`src/rtl/dcache_blocking.sv`:
```
`timescale 1ns/1ps
`default_nettype none
// ---------------------------------------------------------------------------
// dcache_blocking : blocking direct-mapped write-back/write-allocate D-cache
// Revision 1.0
// ---------------------------------------------------------------------------
module dcache_blocking #(
    parameter int LINES = 16,
    parameter int TAG_W = 28 - $clog2(LINES)
) (
    input  logic          clk,
    input  logic          reset,
    input  logic          cpu_req_valid,
    output logic          cpu_req_ready,
    input  logic [29:0]   cpu_req_addr,
    input  logic [31:0]   cpu_req_data,
    input  logic [3:0]    cpu_req_write,
    output logic          cpu_resp_valid,
    output logic [31:0]   cpu_resp_data,
    output logic          mem_req_valid,
    input  logic          mem_req_ready,
    output logic [27:0]   mem_req_addr,
    output logic          mem_req_rw,
    output logic          mem_req_data_valid,
    input  logic          mem_req_data_ready,
    output logic [127:0]  mem_req_data_bits,
    output logic [15:0]   mem_req_data_mask,
    input  logic          mem_resp_valid,
    input  logic [127:0]  mem_resp_data
);

    localparam int IDX = $clog2(LINES);

    typedef enum logic [2:0] {
        S_IDLE      = 3'd0,
        S_COMPARE   = 3'd1,
        S_WB_REQ    = 3'd2,
        S_WB_DATA   = 3'd3,
        S_FILL_REQ  = 3'd4,
        S_FILL_WAIT = 3'd5
    } state_t;

    state_t             state_q, state_d;
    logic [29:0]        req_addr_q;
    logic [31:0]        req_data_q;
    logic [3:0]         req_write_q;
    logic [LINES-1:0]   valid_q, valid_d;
    logic [LINES-1:0]   dirty_q, dirty_d;
    logic [TAG_W-1:0]   tag_q  [LINES];
    logic [127:0]       line_q [LINES];
    logic               resp_valid_q, resp_valid_d;
    logic [31:0]        resp_data_q, resp_data_d;

    logic [IDX-1:0]     w_idx;
    logic [TAG_W-1:0]   w_tag;
    logic [1:0]         w_off;
    logic [127:0]       w_line;
    logic [31:0]        w_word;
    logic [31:0]        w_merged_word;
    logic [127:0]       w_merged_line;
    logic               w_hit;
    logic               w_line_we;
    logic [127:0]       w_line_wdata;
    logic               w_tag_we;

    assign w_idx  = req_addr_q[IDX+1:2];
    assign w_tag  = req_addr_q[29:IDX+2];
    assign w_off  = req_addr_q[1:0];
    assign w_line = line_q[w_idx];
    assign w_word = w_line[{w_off, 5'd0} +: 32];
    assign w_hit  = valid_q[w_idx] && (tag_q[w_idx] == w_tag);

    always_comb begin
        w_merged_word = w_word;
        for (int b = 0; b < 4; b++) begin
            if (req_write_q[b]) begin
                w_merged_word[8*b +: 8] = req_data_q[8*b +: 8];
            end
        end
        w_merged_line = w_line;
        w_merged_line[{w_off, 5'd0} +: 32] = w_merged_word;
    end

    assign cpu_resp_valid    = resp_valid_q;
    assign cpu_resp_data     = resp_data_q;
    assign mem_req_data_bits = w_line;
    assign mem_req_data_mask = 16'hFFFF;

    always_comb begin
        state_d            = state_q;
        valid_d            = valid_q;
        dirty_d            = dirty_q;
        resp_valid_d       = 1'b0;
        resp_data_d        = resp_data_q;
        w_line_we          = 1'b0;
        w_line_wdata       = w_merged_line;
        w_tag_we           = 1'b0;
        cpu_req_ready      = 1'b0;
        mem_req_valid      = 1'b0;
        mem_req_rw         = 1'b0;
        mem_req_addr       = {w_tag, w_idx};
        mem_req_data_valid = 1'b0;

        case (state_q)
            S_IDLE: begin
                cpu_req_ready = 1'b1;
                if (cpu_req_valid) begin
                    state_d = S_COMPARE;
                end
            end
            S_COMPARE: begin
                if (w_hit) begin
                    if (req_write_q == 4'b0000) begin
                        resp_valid_d = 1'b1;
                        resp_data_d  = w_word;
                    end else begin
                        w_line_we      = 1'b1;
                        dirty_d[w_idx] = 1'b1;
                    end
                    state_d = S_IDLE;
                end else if (valid_q[w_idx] && dirty_q[w_idx]) begin
                    state_d = S_WB_REQ;
                end else begin
                    state_d = S_FILL_REQ;
                end
            end
            S_WB_REQ: begin
                mem_req_valid = 1'b1;
                mem_req_rw    = 1'b1;
                mem_req_addr  = {tag_q[w_idx], w_idx};
                if (mem_req_ready) begin
                    state_d = S_WB_DATA;
                end
            end
            S_WB_DATA: begin
                mem_req_data_valid = 1'b1;
                if (mem_req_data_ready) begin
                    dirty_d[w_idx] = 1'b0;
                    state_d        = S_FILL_REQ;
                end
            end
            S_FILL_REQ: begin
                mem_req_valid = 1'b1;
                if (mem_req_ready) begin
                    state_d = S_FILL_WAIT;
                end
            end
            S_FILL_WAIT: begin
                if (mem_resp_valid) begin
                    w_line_we      = 1'b1;
                    w_line_wdata   = mem_resp_data;
                    w_tag_we       = 1'b1;
                    valid_d[w_idx] = 1'b1;
                    dirty_d[w_idx] = 1'b0;
                    // Re-enter COMPARE so the access finishes through the hit path.
                    state_d        = S_COMPARE;
                end
            end
            default: state_d = S_IDLE;
        endcase
    end

    always_ff @(posedge clk or negedge reset) begin
        if (!reset) begin
            state_q      <= S_IDLE;
            valid_q      <= '0;
            dirty_q      <= '0;
            resp_valid_q <= 1'b0;
            resp_data_q  <= '0;
        end else begin
            state_q      <= state_d;
            valid_q      <= valid_d;
            dirty_q      <= dirty_d;
            resp_valid_q <= resp_valid_d;
            resp_data_q  <= resp_data_d;
        end
    end

    // Request, tag and data storage carry no reset; valid bits qualify them.
    always_ff @(posedge clk) begin
        if (cpu_req_valid && cpu_req_ready) begin
            req_addr_q  <= cpu_req_addr;
            req_data_q  <= cpu_req_data;
            req_write_q <= cpu_req_write;
        end
        if (w_line_we) begin
            line_q[w_idx] <= w_line_wdata;
        end
        if (w_tag_we) begin
            tag_q[w_idx] <= w_tag;
        end
    end

endmodule
`default_nettype wire

```
`config.mk`:
```
export PLATFORM = sky130hd
export DESIGN_NAME = dcache_blocking
export DESIGN_NICKNAME = d
export VERILOG_FILES = /design/src/rtl/dcache_blocking.sv
export SDC_FILE = /design/constraint.sdc
export NUM_CORES = 2
export LEC_CHECK = 0
export BUFFER_PORTS_ARGS = -buffer_cell sky130_fd_sc_hd__clkbuf_2
export CAP_MARGIN = 0
export CORE_MARGIN = 2
export CORE_UTILIZATION = 60
export CTS_CLUSTER_SIZE = 30
export DETAILED_ROUTE_END_ITERATION = 10
export PLACE_DENSITY = 0.78
export SLEW_MARGIN = 20
export SYNTH_ARGS = -nofsm -noshare
export SYNTH_HDL_FRONTEND = slang
export SYNTH_SLANG_ARGS = --single-unit
```
`constraint.sdc`:
```
create_clock -name clk -period 14.5 [get_ports clk]
set_input_delay 0 -clock clk [delete_from_list [all_inputs] [get_ports clk]]
set_output_delay 0 -clock clk [all_outputs]
set_load 0.1 [all_outputs]
```
==> metrics.txt <==
status finished, final reports clean; Area growth syn-to-layout 15.1%; WL met3 42900 um; post-detail-place hpwl 166000 um; GRT Overall Usage 36.9%; CTS root buf clkbuf_16; post-synthesis register bit count 2570; GP Congestion 0.907; Worst Setup End Kind register; crit-path cells buf_4, buf_12, mux2i_1, a22o_1, o21ai_0, and3_1, o2111ai_1, nor4_1, nand4_1, a21o_1, buf_4, nor2_4, buf_4, buf_4, buf_4; P_sw 7910 uW; footprint of the multi-input gates 23100 um2; Buf/Inv on CP 6; Hold Violations, Final 0; input/output buffers 392; pwr dens 195 nW/um2; Avg Inst Size Synth 22.6 um2; worst-path maximum fanout 133; crit share post-route 53.5%; Sw Ratio 34.7%; WL per Instance 40.9 um; setup violators final 0; via count 55300; # placed instances 6943; mapped cell area 102000 um2; setup slack, reg-to-reg 6.74 ns; DRT iter0 DRCs 10400; Post-synth top cells edfxtp_1, mux4_2, inv_1; Core Area 169000 um2; max cap viols 0; IO Pins 409; vias in the first global route 55100; layout cells sized above 1 32.4%; Critical Path AT 8.27 ns; first-pass GRT wire length 437000 um; most used cell, CP buf_4; critical path depth in cells 15; Top Metal Used met5; Die Ht 416 um; post-cts sizing count 0; Final Max Slew Viols 0; Async SR Flop Fraction 2.65%; Reg clk slew, reported paths 0.06 ns; Combinational Power Share 29.1%; Worst R2R End line_q[0][41]$_DFFE_PP_; Reg2Reg Depth 15; maximum clock frequency 0.129 GHz; Worst path slowest cell buf_4; CTS buffer count 239; Req. time, crit path 15.01 ns; Design Area, Final 117000 um2; number of synthesis warnings 0; Fin Clk Skew 0.0945 ns; Synth top area share 73.8%; Worst path max stage delay 1.01 ns; drt total wl 314000 um; register area share after synthesis 75.6%; relative slew slack 16.5%; die width 416 um; DRC violations left 0; P_int 14900 uW; placed instance area 106000 um2; Pre-antenna DRT Iters 6; Yosys top cell by area edfxtp_1; clock sink total 2570; share of total power in sequential cells 42.5%; EDFF count, synth 2498; most common cell in the netlist edfxtp_1; Worst Tran Pin Value 1.23 ns; Mapped Cells 4499; CTS tree yes; M1 WL 94900 um; clock latency on the worst-skew pair 0.92 ns; Reg area 76800 um2; total congestion overflow 0; Worst Hold Class in2reg; # Post-CTS Setup Buffers 0; Top delay family on crit path buffers and inverters; fin cells 7681; RSZ-0062 raised after global routing no; metal2 WL 145000 um; die area 173000 um2; Via density 7.20; Startpoint Class register; initial antenna violation count 30; row cnt 151; Lkg Pwr 0.0384 uW; Final #Nets 5441; most area-consuming cells after synthesis edfxtp_1, mux4_2, dfrtp_1; Initial Utilization 60.2%; setup TNS 0 ns; clock tree buffer depth 3; fillers 9565; critical path class reg2reg; Critical path destination line_q[0][41]$_DFFE_PP_; antenna-violating nets left 0; post-layout min period 7.76 ns; Max IR drop VDD 0.000205 V; Main synth FF type edfxtp_1; post-synth cell types 62; largest net degree at the start of global routing 139; H-tree levels 4; Clock Power Share 28.4%
==> per-layer routing <==
layer / global-route usage [%] / vias up
li1: - / 20600
met1: 45.4 / 28100
met2: 54.9 / 5399
met3: 10.6 / 1201
met4: 30.2 / 30
met5: 0 / -
==> tightest hold or removal path, stage by stage <==
cell and delay [ns]:
dlygate4sd3_1 0.57, clkbuf_2 0.15, nand2_1 0.07, a22oi_1 0.06, nor2_1 0.08
==> cell usage in the layout (no fill, tap or decap), types with 17 or more instances in the layout <==
master         count
a21oi_1           28
buf_12            18
buf_4             91
bufinv_16         31
clkbuf_1          50
clkbuf_16        240
clkbuf_2         391
clkinv_1          60
clkinv_2          38
dfrtp_1           68
diode_2           17
dlygate4sd3_1    270
edfxtp_1        2498
inv_1            134
mux2_2            67
mux2i_1           51
mux2i_2           25
mux4_2           757
nand2_1           67
nand3_1           19
nor2_1            25
o21a_1           129
o21ai_0           19
o221ai_1         128
==> timing repair <==
item / 4_1_cts / 5_1_grt
hold buffers: 271 / 0
setup endpoints to repair: 0 / 0
endpoints found under the hold margin: 2221 / 0
==> area by class of cell <==
type	instances	share of cell area [%]
Sequential cell	2570	65.7
Multi-Input combinational cell	1520	19.7
Clock buffer	297	5.38
Timing Repair Buffer	770	4.88
Tap cell	2218	2.37
Clock inverter	153	1.50
Inverter	136	0.443
Antenna cell	17	0.0364
==> power by group through the flow <==
stage	Combinational (uW)	Sequential [uW]	Clock, uW
after global routing	6760	9700	6730
final	6640	9680	6460
after CTS	6400	9670	6430
after global placement	6140	9790	0
after floorplan	4430	9720	0
after detailed placement	6280	9810	0
==> how the worst min path moves through the flow <==
| stage | slack, ns | depth (start not counted) | start | endpoint |
|---|---|---|---|---|
| after floorplan | -0.30 | 0 | reset | asynchronous set/reset pin |
| after global placement | 0.02 | 1 | reset | cpu_resp_valid$_DFF_PN0_ |
| after detailed placement | 0.03 | 1 | reset | cpu_resp_valid$_DFF_PN0_ |
| after CTS | 0.08 | 5 | mem_req_data_ready | state_q[1]$_DFFE_PN0P_ |
| after global routing | 0.14 | 5 | mem_req_data_ready | state_q[1]$_DFFE_PN0P_ |
| final | 0.15 | 5 | mem_req_data_ready | state_q[1]$_DFFE_PN0P_ |
==> kinds of logic after synthesis <==
group                      count (synthesis)  synth area share (%)
DFF                                     2570                  75.6
other                                      1               0.00369
AOI/OAI and AO/OA                        358                  2.72
and+or+nand+nor                          217                  1.03
xor gates and xnor gates                  19                 0.164
buffers and inverters                    424                  2.00
muxes                                    906                  18.5
adders and majority gates                  4                0.0493
==> flip-flops by register name, indices dropped and copies added, names as in the netlist, named ones only <==
signal,cells
req_write_q,4
line_q,2048
cpu_resp_data,32
cpu_resp_valid,1
state_q,3
valid_q,16
req_data_q,32
req_addr_q,30
tag_q,384
==> stage by stage <==
step	utilization [%]	power, uW	setup slack (ns)	hold slack [ns]
after floorplan	-	14200	5.56	-0.296
after global placement	62.8	15900	6.84	0.0244
after detailed placement	62.8	16100	6.93	0.0339
after CTS	69.2	22500	6.81	0.0835
after global routing	69.2	23200	6.50	0.140
final	69.2	22800	6.74	0.150
No activity file was read; power rests on OpenSTA's default activity.
